## src/rtl/clock_pkg.sv

```systemverilog
// Shared mode encodings, default timing constants and a counter-width helper
// for the clock-setting front-end.
package clock_pkg;

  typedef enum logic [1:0] {
    MODE_RUN      = 2'd0,
    MODE_SET_HOUR = 2'd1,
    MODE_SET_MIN  = 2'd2,
    MODE_SET_SEC  = 2'd3
  } mode_t;

  localparam int DEF_CLK_FREQ_HZ     = 100_000_000;
  localparam int DEF_DEBOUNCE_CYCLES = 2_000_000;
  localparam int DEF_REPEAT_DELAY    = 50_000_000;
  localparam int DEF_REPEAT_PERIOD   = 20_000_000;
  localparam int DEF_BLINK_HALF      = 25_000_000;
  localparam int DEF_TIMEOUT_CYCLES  = 1_000_000_000;

  // Bits needed for a counter that runs 0..n-1.
  function automatic int cnt_width(input int n);
    return (n < 2) ? 1 : $clog2(n);
  endfunction

endpackage

```

## src/rtl/button_debounce.sv

```systemverilog
// Two-flop synchronizer followed by a stability counter; emits the accepted
// level and a one-cycle pulse on each accepted rising edge.
module button_debounce
  import clock_pkg::*;
#(
  parameter int DEBOUNCE_CYCLES = DEF_DEBOUNCE_CYCLES
) (
  input  logic clk,
  input  logic rst_n,
  input  logic btn,
  output logic level,
  output logic press
);

  localparam int W = cnt_width(DEBOUNCE_CYCLES);

  logic         sync1;
  logic         sync2;
  logic         level_d;
  logic [W-1:0] cnt;

  always_ff @(posedge clk or negedge rst_n) begin
    if (!rst_n) begin
      sync1   <= 1'b0;
      sync2   <= 1'b0;
      level   <= 1'b0;
      level_d <= 1'b0;
      press   <= 1'b0;
      cnt     <= '0;
    end else begin
      sync1   <= btn;
      sync2   <= sync1;
      level_d <= level;
      press   <= level & ~level_d;
      // Any sample that agrees with the accepted level restarts the count.
      if (sync2 != level) begin
        if (cnt == W'(DEBOUNCE_CYCLES - 1)) begin
          level <= sync2;
          cnt   <= '0;
        end else begin
          cnt <= cnt + W'(1);
        end
      end else begin
        cnt <= '0;
      end
    end
  end

endmodule

```

## src/rtl/clock_set_ctrl.sv

```systemverilog
// Clock-setting front-end: 1 Hz prescaler, mode FSM, increment pulses with
// auto-repeat, blink generator and SET-state inactivity timeout.
module clock_set_ctrl
  import clock_pkg::*;
#(
  parameter int CLK_FREQ_HZ     = DEF_CLK_FREQ_HZ,
  parameter int DEBOUNCE_CYCLES = DEF_DEBOUNCE_CYCLES,
  parameter int REPEAT_DELAY    = DEF_REPEAT_DELAY,
  parameter int REPEAT_PERIOD   = DEF_REPEAT_PERIOD,
  parameter int BLINK_HALF      = DEF_BLINK_HALF,
  parameter int TIMEOUT_CYCLES  = DEF_TIMEOUT_CYCLES
) (
  input  logic       clk_100MHz,
  input  logic       reset_n,
  input  logic       btn_mode,
  input  logic       btn_up,
  output logic       tick_1Hz,
  output logic       inc_sec,
  output logic       inc_min,
  output logic       inc_hour,
  output logic [1:0] mode,
  output logic       blink_on
);

  localparam int RP_MAX = (REPEAT_DELAY > REPEAT_PERIOD) ? REPEAT_DELAY : REPEAT_PERIOD;
  localparam int PS_W   = cnt_width(CLK_FREQ_HZ);
  localparam int TO_W   = cnt_width(TIMEOUT_CYCLES);
  localparam int RP_W   = cnt_width(RP_MAX);
  localparam int BL_W   = cnt_width(BLINK_HALF);

  logic            mode_press;
  logic            up_press;
  logic            up_level;
  logic            unused_mode_level;

  mode_t           state_q;
  mode_t           state_n;
  logic [PS_W-1:0] ps_cnt;
  logic [TO_W-1:0] to_cnt;
  logic [RP_W-1:0] rep_cnt;
  logic [RP_W-1:0] rep_limit;
  logic [BL_W-1:0] bl_cnt;
  logic            rep_active;
  logic            rep_first;
  logic            up_fire;
  logic            rep_fire;
  logic            fire;
  logic            stay;
  logic            run_stay;

  button_debounce #(.DEBOUNCE_CYCLES(DEBOUNCE_CYCLES)) u_mode_db (
    .clk   (clk_100MHz),
    .rst_n (reset_n),
    .btn   (btn_mode),
    .level (unused_mode_level),
    .press (mode_press)
  );

  button_debounce #(.DEBOUNCE_CYCLES(DEBOUNCE_CYCLES)) u_up_db (
    .clk   (clk_100MHz),
    .rst_n (reset_n),
    .btn   (btn_up),
    .level (up_level),
    .press (up_press)
  );

  assign mode = state_q;

  // A mode press in the same cycle swallows the up press.
  assign up_fire   = up_press & ~mode_press & (state_q != MODE_RUN);
  assign rep_limit = rep_first ? RP_W'(REPEAT_DELAY - 1) : RP_W'(REPEAT_PERIOD - 1);
  assign rep_fire  = rep_active & up_level & ~mode_press & (rep_cnt == rep_limit);
  assign fire      = up_fire | rep_fire;

  always_comb begin
    state_n = state_q;
    if (mode_press) begin
      case (state_q)
        MODE_RUN:      state_n = MODE_SET_HOUR;
        MODE_SET_HOUR: state_n = MODE_SET_MIN;
        MODE_SET_MIN:  state_n = MODE_SET_SEC;
        default:       state_n = MODE_RUN;
      endcase
    end else if ((state_q != MODE_RUN) && !up_press && !rep_fire &&
                 (to_cnt == TO_W'(TIMEOUT_CYCLES - 1))) begin
      state_n = MODE_RUN;
    end
  end

  assign stay     = (state_n == state_q);
  assign run_stay = (state_q == MODE_RUN) && stay;

  always_ff @(posedge clk_100MHz or negedge reset_n) begin
    if (!reset_n) begin
      state_q    <= MODE_RUN;
      ps_cnt     <= '0;
      tick_1Hz   <= 1'b0;
      to_cnt     <= '0;
      rep_active <= 1'b0;
      rep_first  <= 1'b0;
      rep_cnt    <= '0;
      inc_hour   <= 1'b0;
      inc_min    <= 1'b0;
      inc_sec    <= 1'b0;
      blink_on   <= 1'b1;
      bl_cnt     <= '0;
    end else begin
      state_q <= state_n;

      // Prescaler only runs while RUN is held, so RUN entry restarts a full period.
      if (run_stay) begin
        tick_1Hz <= (ps_cnt == PS_W'(CLK_FREQ_HZ - 1));
        ps_cnt   <= (ps_cnt == PS_W'(CLK_FREQ_HZ - 1)) ? '0 : ps_cnt + PS_W'(1);
      end else begin
        tick_1Hz <= 1'b0;
        ps_cnt   <= '0;
      end

      if ((state_q == MODE_RUN) || !stay || up_press || mode_press || rep_fire) begin
        to_cnt <= '0;
      end else begin
        to_cnt <= to_cnt + TO_W'(1);
      end

      if (up_fire) begin
        rep_active <= 1'b1;
        rep_first  <= 1'b1;
        rep_cnt    <= '0;
      end else if (!rep_active || !up_level || !stay) begin
        rep_active <= 1'b0;
        rep_cnt    <= '0;
      end else if (rep_fire) begin
        rep_first <= 1'b0;
        rep_cnt   <= '0;
      end else begin
        rep_cnt <= rep_cnt + RP_W'(1);
      end

      inc_hour <= fire && (state_q == MODE_SET_HOUR);
      inc_min  <= fire && (state_q == MODE_SET_MIN);
      inc_sec  <= fire && (state_q == MODE_SET_SEC);

      if ((state_n == MODE_RUN) || !stay || fire) begin
        blink_on <= 1'b1;
        bl_cnt   <= '0;
      end else if (bl_cnt == BL_W'(BLINK_HALF - 1)) begin
        blink_on <= ~blink_on;
        bl_cnt   <= '0;
      end else begin
        bl_cnt <= bl_cnt + BL_W'(1);
      end
    end
  end

endmodule

```

## config.mk

```make
export PLATFORM = sky130hd
export DESIGN_NAME = clock_set_ctrl
export DESIGN_NICKNAME = d
export VERILOG_FILES = /design/src/rtl/clock_pkg.sv /design/src/rtl/button_debounce.sv /design/src/rtl/clock_set_ctrl.sv
export SDC_FILE = /design/constraint.sdc
export NUM_CORES = 1
export LEC_CHECK = 0
export CAP_MARGIN = 20
export CORE_MARGIN = 2
export CORE_UTILIZATION = 30
export DETAILED_ROUTE_END_ITERATION = 6
export GPL_ROUTABILITY_DRIVEN = 0
export HOLD_SLACK_MARGIN = 0.05
export PLACE_DENSITY = 0.43
export SYNTH_ARGS = -nofsm -noshare
export SYNTH_HDL_FRONTEND = slang
export SYNTH_SLANG_ARGS = --single-unit
```

## constraint.sdc

```tcl
create_clock -name clk_100MHz -period 2.98 [get_ports clk_100MHz]
set_clock_uncertainty 0.2 [all_clocks]
set_input_delay 0.596 -clock clk_100MHz [delete_from_list [all_inputs] [get_ports clk_100MHz]]
set_output_delay 0.596 -clock clk_100MHz [all_outputs]
set_load 0.03 [all_outputs]
```

* Yosys cells after proc, flatten, opt, wreduce, memory -nomap -nowiden *
Index checks and enable logic that the tools add are counted.

cells by class
  $add $sub $neg = 6
  $mul = 0
  div/mod/pow operators = 0
  order comparisons = 0
  eq/ne operators = 13
  shifts and indexed selects = 0
  muxes and demuxes = 24
  bitwise logic cells = 12
  reduce and logical (&&, ||, !) cells = 29

operators by type and width
  kind                     number
  $mux W26                 4
  $mux W21                 4
  $mux W27                 2
  $mux W25                 2
  $add A21 B1 Y21 const B  2
  $eq A21 B21 Y1 const B   2
  $add A30 B1 Y30 const B  1
  $eq A30 B30 Y1 const B   1
  $mux W30                 1
  $add A27 B1 Y27 const B  1
  $eq A27 B27 Y1 const B   1
  $add A26 B1 Y26 const B  1
  $eq A26 B26 Y1           1
  $add A25 B1 Y25 const B  1
  $eq A25 B25 Y1 const B   1
  $logic_or A1 B1 Y1       8
  $mux W1                  8
  $reduce_bool A2 Y1       4
  $and A1 B1 Y1            7
  $logic_and A1 B1 Y1      7
  $pmux W2 S3              1
  $reduce_and A2 Y1        3
  $logic_not A1 Y1         5
  $eq A2 B2 Y1 const B     2
  other kinds (8)          14

word-level totals
  flip-flop bits (word level) = 169
  latch bits = 0
  memory bits (writable) = 0
  bits in read-only memories = 0
  input bits = 4
  logic and storage cells = 108
  memories = 0

* Depth between registers and ports, before layout *
Gate-level depths: netlist (run 1).

  depth in word-level cells = 15
  gate-level depth with buffers = 10

* Cells and area by module *
Synthesis (run 1) repeated with hierarchy kept, for this count alone.

unflattened totals
  cell total of the unflattened synthesis = 860
  area, all modules = 8,563.2 µm²

modules (own cells, without submodules)
  module           times used  cells each  area each (µm²)  sequential area each (µm²)
  clock_set_ctrl   1           616         6,055.8          2,929.1
  button_debounce  2           122         1,253.7          650.6

* Worst setup path before layout (run 1) *
No wires, ideal clock.

  path kind = flip-flop to flip-flop
  from = reg state_q[0] (netlist: mode[0])
  to = reg rep_cnt[16]
  library setup time = 0.129 ns
  arrival = 2.535 ns
  required time = 2.651 ns
  path slack = 0.116 ns
  stages on the path, launching flop included = 11
  buffers on the path = 3
  clock period less this slack = 2.864 ns
  cell sequence = dfrtp_1 inv_1 ha_1 buf_6 and4bb_1 nand4_1 or4_1 buf_2 o31ai_4 buf_6 nor3_2

between the ends
  cells in the longest elaborated chain, start to end = 11
  elaborated cells between the ends (all ways) = 16
  those cells by class = eq/ne (3); mux (5); bitwise (1); reduce/logical (7)

ends and longest elaborated chain
  item                               RTL line                                    RTL
  start: declaration                 clock_set_ctrl.sv:36                        mode_t state_q;
  start signal: assignment           clock_set_ctrl.sv:108                       state_q <= state_n;
  $reduce_bool A2 Y1                 clock_set_ctrl.sv:70, clock_set_ctrl.sv:84
  $logic_and A1 B1 Y1 (3 in series)  clock_set_ctrl.sv:84                        end else if ((state_q != MODE_RUN) && !up_press && !rep_fire &&
  $mux W2                            clock_set_ctrl.sv:84
  $mux W2                            clock_set_ctrl.sv:77                        if (mode_press) begin
  $eq A2 B2 Y1                       clock_set_ctrl.sv:90                        assign stay = (state_n == state_q);
  $logic_not A1 Y1                   clock_set_ctrl.sv:129                       end else if (!rep_active || !up_level || !stay) begin
  $logic_or A1 B1 Y1                 clock_set_ctrl.sv:129
  $mux W26                           clock_set_ctrl.sv:129
  $mux W26 (*)                       clock_set_ctrl.sv:125                       if (up_fire) begin
  end signal: assignment             clock_set_ctrl.sv:136                       rep_cnt <= rep_cnt + RP_W'(1);
  end: declaration                   clock_set_ctrl.sv:40                        logic [RP_W-1:0] rep_cnt;

Every way passes the cells marked *; elsewhere a longest branch is shown, timed or not.
A chain may end at the register's enable or synchronous reset.

* Final worst setup path (run 1) *
  from = reg state_q[0] (netlist: mode[0])
  to = reg rep_cnt[4]

Same word-level chain as after synthesis.

==> run_results.csv, run 1 <==
group,metric,value,unit
place,portBuffers,10,
timing,post-route-min-period,2.67,ns
run,max-cap-violations,0,
die,coreArea,0.0278,mm²
yosys,synth_ff_type,"dfrtp_1",
grt,grt_start_max_net_pins,62,
power_and_ir_drop,ir_drop,0.000346,V
power_and_ir_drop,p_sw,1.03,mW
timing,setup_violations,0,
clock_network,ctsHtreeMaxLevel,4,
yosys,synth_top_cell_area_share,49.8,%
timing,grt_setup_unrepaired,"no",
die,initial_core_util,30.4,%
die,io-pin-count,11,
yosys,synth_area,0.00844,mm²
worst_setup_path,cp_slowest_stage_delay,0.64,ns
grt,antenna_found_initial,0,
die,fp.dieW,172,µm
clock_network,cts_setup_buffers,0,
power_and_ir_drop,cellPowerDensity,480,mW/mm²
layout,fin_util,35.1,%
hold_path,hold_class,"register to register",
layout,layout-drive-gt1-share,10.5,%
grt,gr-usage-all-layers,13.1,%
routing,finalWirelength,17800,µm
clock_network,clock_sinks,169,
routing,viasPerCell,4.78,
routing,initialDrtViolationCount,381,
yosys,syn-num-nets,846,
worst_setup_path,crit_buf_inv,2,
yosys,netlist_top_cells_area,"dfrtp_1 (50%), xor2_1 (8.5%), xnor2_1 (5.9%), nor2_1 (5.6%), nand3_1 (3.6%)",
yosys,yosysTopAreaCell,"dfrtp_1",
yosys,postSynthAreaPerCell,10.1,µm²
timing,slew-limit-headroom,52.8,%
clock_network,cts.clk_slew.worst_paths,0.07,ns
yosys,yosysWarnings,0,
yosys,netlist_instances,832,
die,num_rows,61,
layout,diodes,0,
routing,drc_errors,0,
worst_setup_path,critPathSlowestCell,"or4_1",
worst_setup_path,start_kind,"register",
yosys,synth_cell_type_count,47,
power_and_ir_drop,intPower,3.64,mW
routing,dr.pass1.iters,6,
clock_network,cts_buffer_depth,2,
power_and_ir_drop,power_frac_seq,49.5,%
clock_network,tritoncts,"yes",
die,fp.dieH,172,µm
timing,maxSlewViolCount,0,
timing,fmax,375,MHz
worst_setup_path,required,3.08,ns
place,dp_slack,0.311,ns
routing,antenna_left,0,
clock_network,clk_latency,0.43,ns
clock_network,cts_buffers,17,
worst_setup_path,cp_cell_sequence,"inv_1 -> ha_1 -> and4bb_1 -> nand4_1 -> or4_1 -> o31ai_4 -> buf_12 -> nor3_1",
power_and_ir_drop,comb_power_share,1.8,%
timing,setup_ws,0.312,ns
power_and_ir_drop,finalPower,4.67,mW
die,die_area,0.0295,mm²
routing,vias,5971,
timing,tightestPinTransition,0.702,ns
timing,finalHoldViolations,0,
power_and_ir_drop,p_sw_share,22.1,%
worst_setup_path,cp-end-kind,"register",
clock_network,cts_root_buf,"clkbuf_16",
worst_setup_path,rr_worst_depth,8,
worst_setup_path,cp.depth,8,
grt,grt_pass1_vias,6027,
routing,wire_per_inst,14.2,µm
place,hpwl,11600,µm
hold_path,whs_path_depth,0,
worst_setup_path,cp_top_family,"simple AND/OR/NAND/NOR gates",
worst_setup_path,path_class,"register to register",
worst_setup_path,cp_max_fo,25,
layout,syn_to_final_growth,15.4,%
timing,tns,0,ns
yosys,ys_seq_elements,169,
power_and_ir_drop,clkPwrFrac,48.8,%
grt,grt_pass1_wl,31100,µm
worst_setup_path,cp.arrival,2.77,ns
yosys,yosysSeqAreaShare,50.1,%
timing,finalCritPeriodShare,89.5,%
yosys,synth-edff-count,0,
grt,grt_remaining_overflow,0,
status,status,"finished, final reports clean",
layout,layout.nets,872,
yosys,synthArstFlopShare,100,%
power_and_ir_drop,leakage,3.91,nW
synth_stat cells, drive strengths merged, types with 5 or more instances:
cell type	n
and4	19
nand2	51
nor4bb	5
and2	10
nor3b	6
dfrtp	168
nor4	40
or3	7
nand4	40
nor3	44
nor4b	5
and3	24
clkbuf	10
inv	12
xor2	82
nand3	60
xnor2	57
a21oi	5
ha	10
buf	19
nor2	125
placed cells by master (no fill, tap or decap), types with 3 or more instances in the layout:
| cell type | instances |
|---|---|
| a21oi_1 | 4 |
| and2_1 | 10 |
| and3_1 | 23 |
| and4_1 | 19 |
| buf_12 | 7 |
| buf_4 | 18 |
| bufinv_16 | 3 |
| clkbuf_16 | 17 |
| clkdlybuf4s50_1 | 9 |
| clkinv_4 | 3 |
| clkinvlp_4 | 4 |
| dfrtp_1 | 168 |
| ha_1 | 10 |
| inv_1 | 12 |
| nand2_1 | 51 |
| nand3_1 | 60 |
| nand4_1 | 39 |
| nor2_1 | 125 |
| nor2b_1 | 3 |
| nor3_1 | 24 |
| nor3_2 | 20 |
| nor3b_1 | 5 |
| nor4_1 | 40 |
| nor4b_1 | 5 |
| nor4bb_1 | 5 |
| o21ai_0 | 3 |
| or2_2 | 3 |
| or3_1 | 7 |
| or4_1 | 3 |
| xnor2_1 | 57 |
| xor2_1 | 82 |
registers in the layout, indices dropped and copies added, names as in the netlist, 2 cells and up:
register	count
u_mode_db.cnt	21
bl_cnt	25
mode	2
u_up_db.cnt	21
ps_cnt	27
to_cnt	30
rep_cnt	26
cells by family after synthesis:
family / count (synthesis) / synth area share [%]
mux: 3 / 0.385
fa+ha+maj: 10 / 1.48
simple gates: 454 / 29.6
xor+xnor: 139 / 14.4
buf+inv: 41 / 2.42
flops: 169 / 50.1
compound gates: 16 / 1.60
final timing paths:
path	start	end	slack, ns
min in group asynchronous	reset_n	rep_cnt[23]$_DFF_PN0_	0.52
max in group asynchronous	reset_n	u_mode_db.level_d$_DFF_PN0_	1.42
hold reg to reg	u_mode_db.sync1$_DFF_PN0_	u_mode_db.sync2$_DFF_PN0_	0.15
hold / removal	u_mode_db.sync1$_DFF_PN0_	u_mode_db.sync2$_DFF_PN0_	0.15
setup reg to reg	mode[0]$_DFF_PN0_	rep_cnt[4]$_DFF_PN0_	0.31
setup / recovery	mode[0]$_DFF_PN0_	rep_cnt[4]$_DFF_PN0_	0.31
metal layers:
| layer | vias to the layer above | GRT usage [%] | routed length [µm] |
|---|---|---|---|
| met1 | 2952 | 18.5 | 9140 |
| li1 | 2959 | - | - |
| met2 | 47 | 20.4 | 8030 |
| met3 | 13 | 2.69 | 398 |
| met5 | - | 0 | 0 |
| met4 | 0 | 3.84 | 199 |
metrics by stage:
stage,cell area (µm²),hold WS [ns],instances
floorplan,8440,0.100,832
global placement,9140,0.140,1216
detailed placement,9140,0.147,1216
CTS,9750,0.152,1248
global route,9750,0.167,1248
finish,9750,0.149,1248
area by class of cell:
type	count	area, µm²
clock buffer	17	425
clock inverter	14	174
fill	2857	18000
inverter	12	45.0
multi-input combinational	622	4010
sequential	169	4230
tap	378	473
timing repair buffer	36	389
power by group through the flow:
stage	clock network, mW	registers, mW	logic (mW)
floorplan	0	2.35	0.0199
global placement	0	2.36	0.0886
detailed placement	0	2.36	0.0882
CTS	2.38	2.31	0.0899
global route	2.48	2.31	0.0999
finish	2.28	2.31	0.0825
what timing repair did:
item | in CTS | in global routing
setup endpoints to repair | 0 | 0
gates resized for setup | 0 | 0
endpoints found under the hold margin | 58 | 0
hold buffers | 1 | 0
No activity file was read; power rests on OpenSTA's default activity.
==> inputs of run 2 (changes only) <==
--- a/config.mk
+++ b/config.mk
@@ -5,6 +5,7 @@
 export SDC_FILE = /design/constraint.sdc
 export NUM_CORES = 1
 export LEC_CHECK = 0
+export ABC_AREA = 1
 export CAP_MARGIN = 20
 export CORE_MARGIN = 2
 export CORE_UTILIZATION = 30
==> run 2 against run 1 <==
Compared with the run above: clock-buffer cell count unchanged; via count is 23% higher; combinational power grew 8.5%; global-route usage is 0.48 points higher; core utilization down 0.41 points; wire length rose by 18%; sequential share of layout area down 3.5 points; worst setup slack improved by 0.11 ns; critical path depth is 8 higher; total power increased by 1.6%; register-to-register slack better by 0.11 ns; clock power up 3%; critical path type unchanged; largest cell class is now multi-input gates; highest routed layer unchanged.
==> run_results.csv, run 2 <==
group,metric,value,unit
die,num_rows,64,
layout,layout.nets,1207,
worst_setup_path,r2r_end,"rep_cnt[25]$_DFF_PN0_",
layout,layout_common_cells,"nand2_1 (189), dfrtp_1 (168), nor2_1 (154)",
hold_path,min_to,"u_mode_db.sync2$_DFF_PN0_",
worst_setup_path,cp_cell_sequence,"ha_1 -> nand3_2 -> nor2_2 -> inv_2 -> nor2_4 -> nand2_2 -> nor2_1 -> nand3_2 -> nand2_1 -> nand2_1 -> nand2_2 -> nand2_2 -> inv_2 -> nor2_8 -> nand2_4 -> nor2_1",
clock_network,cts_setup_buffers,0,
hold_path,hp-start,"u_mode_db.sync1$_DFF_PN0_",
worst_setup_path,cpMostUsedCell,"nand2_2",
timing,tns,0,ns
yosys,synth_top_cell_area_share,45.2,%
yosys,synth-edff-count,0,
place,dpl-instance-area,0.00998,mm²
worst_setup_path,cp_max_fo,23,
power_and_ir_drop,ir_drop,0.000379,V
place,portBuffers,10,
clock_network,clock_sinks,169,
timing,setup_violations,0,
clock_network,cts_root_buf,"clkbuf_16",
hold_path,whs_path_depth,0,
grt,gr-usage-all-layers,13.6,%
status,status,"finished, final reports clean",
timing,grt_setup_unrepaired,"no",
die,fp.dieH,180,µm
grt,use_met3,2.81,%
layout,top_register,"to_cnt",
worst_setup_path,cp-end-kind,"register",
worst_setup_path,reg2reg_slack,0.42,ns
layout,fin_util,34.7,%
layout,n_fill_cell,3220,
worst_setup_path,cp_top_family,"simple AND/OR/NAND/NOR gates",
die,io-pin-count,11,
layout,largest_register_ffs,30,
layout,seq_area,0.00423,mm²
grt,antenna_found_initial,0,
layout,layout-drive-gt1-share,13.5,%
yosys,netlist_instances,1160,
die,fp.dieW,180,µm
worst_setup_path,path_class,"register to register",
clock_network,tritoncts,"yes",
grt,grt_pass1_vias,7369,
clock_network,cts_buffers,17,
clock_network,ctsHtreeMaxLevel,4,
layout,diodes,0,
worst_setup_path,critPathSlowestCell,"dfrtp_1",
power_and_ir_drop,finalPower,4.75,mW
routing,vias,7359,
layout,fin_area,0.0106,mm²
power_and_ir_drop,leakage,4.16,nW
die,initial_core_util,30.4,%
layout,largestRegisters,"to_cnt x30, ps_cnt x27, rep_cnt x26",
grt,busiest_layer,"met2",
power_and_ir_drop,cellPowerDensity,448,mW/mm²
layout,multi_input_area,0.00440,mm²
yosys,synth_ff_type,"dfrtp_1",
timing,maxSlewViolCount,0,
grt,grt_pass1_wl,36600,µm
yosys,netlist_top_cells_area,"dfrtp_1 (45%), nand2_1 (7.6%), nor2_1 (6.2%), inv_1 (5.9%), nor2_2 (5.0%)",
timing,slew-limit-headroom,58.4,%
yosys,postSynthAreaPerCell,8.03,µm²
worst_setup_path,crit_buf_inv,2,
routing,dr.pass1.iters,7,
routing,initialDrtViolationCount,466,
routing,viasPerCell,4.59,
yosys,yosys-top-cells-count,"nand2_1 (189), dfrtp_1 (168), nor2_1 (154)",
routing,drc_errors,0,
grt,grt.met2_usage,22.4,%
worst_setup_path,rr_worst_depth,16,
timing,finalCritPeriodShare,86.0,%
grt,grt_start_max_net_pins,68,
yosys,ys_seq_elements,169,
run,max-cap-violations,0,
clock_network,clk_latency,0.43,ns
worst_setup_path,r2r_start,"to_cnt[0]$_DFF_PN0_",
place,hpwl,15100,µm
timing,fmax,390,MHz
yosys,yosysTopAreaCell,"dfrtp_1",
die,die_area,0.0325,mm²
timing,tightestPinTransition,0.619,ns
yosys,synth_cell_type_count,45,
routing,finalWirelength,21000,µm
yosys,yosysWarnings,0,
timing,post-route-min-period,2.56,ns
routing,wire_per_inst,13.1,µm
yosys,yosysMostFrequentCell,"nand2_1",
clock_network,cts.clk_slew.worst_paths,0.08,ns
worst_setup_path,cp_slowest_stage_delay,0.41,ns
yosys,yosysSeqAreaShare,45.4,%
routing,antenna_left,0,
grt,grt_remaining_overflow,0,
yosys,syn-num-nets,1174,
timing,finalHoldViolations,0,
yosys,synthArstFlopShare,100,%
worst_setup_path,required,3.08,ns
grt,use_met1,18.3,%
yosys,synth_area,0.00931,mm²
worst_setup_path,cp.arrival,2.66,ns
layout,final_common_cell,"nand2_1",
hold_path,hold_class,"register to register",
worst_setup_path,start_kind,"register",
die,coreArea,0.0306,mm²
clock_network,cts_buffer_depth,2,
layout,syn_to_final_growth,13.9,%
run 2: cell count changes in the layout (fill, tap and decap cells not counted), moves of 10 or more:
cell	delta
inv_1	+135
nor3_2	-18
nor2_2	+74
xor2_1	-35
o21ai_0	+38
and4_1	-19
xnor2_1	-44
nor3_1	+32
and3_1	-20
nand3_1	+13
a21oi_1	+28
nand2_1	+138
nor2_1	+29
and2_1	-10
run 2: worst max-delay path by stage:
stage	startpoint	to	slack (ns)	depth (start not counted)
6_report	to_cnt[0]$_DFF_PN0_	rep_cnt[25]$_DFF_PN0_	0.42	16
5_1_grt	to_cnt[0]$_DFF_PN0_	rep_cnt[25]$_DFF_PN0_	0.12	16
4_1_cts	to_cnt[0]$_DFF_PN0_	rep_active$_DFFE_PN0P_	0.37	16
3_5_place_dp	to_cnt[0]$_DFF_PN0_	rep_active$_DFFE_PN0P_	0.38	16
3_3_place_gp	to_cnt[0]$_DFF_PN0_	rep_active$_DFFE_PN0P_	0.43	16
2_1_floorplan	mode[0]$_DFF_PN0_	rep_active$_DFFE_PN0P_	0.67	13
run 2: cell type report:
type | count | share of cell area, %
Sequential cell | 169 | 39.9
Inverter | 151 | 5.34
Tap cell | 396 | 4.67
Clock buffer | 17 | 4.01
Clock inverter | 15 | 1.78
Timing Repair Buffer | 29 | 2.82
Multi-Input combinational cell | 825 | 41.5
run 2: where the power goes:
| group | internal (mW) | switching, mW |
|---|---|---|
| Clock | 1.34 | 1.01 |
| Sequential | 2.30 | 0.00619 |
| Combinational | 0.0245 | 0.0650 |
run 2: cell families after synthesis:
logic type | share of synthesized area [%]
AND/OR/NAND/NOR | 35.1
flip-flops | 45.4
buffers and inverters | 7.31
AO/OA/AOI/OAI | 4.95
XOR/XNOR | 5.64
adder cells (fa/ha/maj) | 1.34
multiplexers | 0.242
run 2: routing by layer:
metal,routed length (µm),part of all wire (%),vias up
met1,10700,51,3444
met4,215,1.0,0
met5,0,0,-
met2,9680,46,59
li1,-,-,3839
met3,433,2.1,17
run 2: stage by stage:
step                instances  setup WS (ns)  hold WS, ns
floorplan                1160          0.667        0.100
global placement         1569          0.426        0.134
detailed placement       1569          0.381        0.137
CTS                      1602          0.373        0.154
global route             1602          0.115        0.156
finish                   1602          0.418        0.151
run 2: timing repair:
action                    CTS  global route
hold buffers                1             0
gates resized for setup     0             0
hold endpoints to repair   62             0
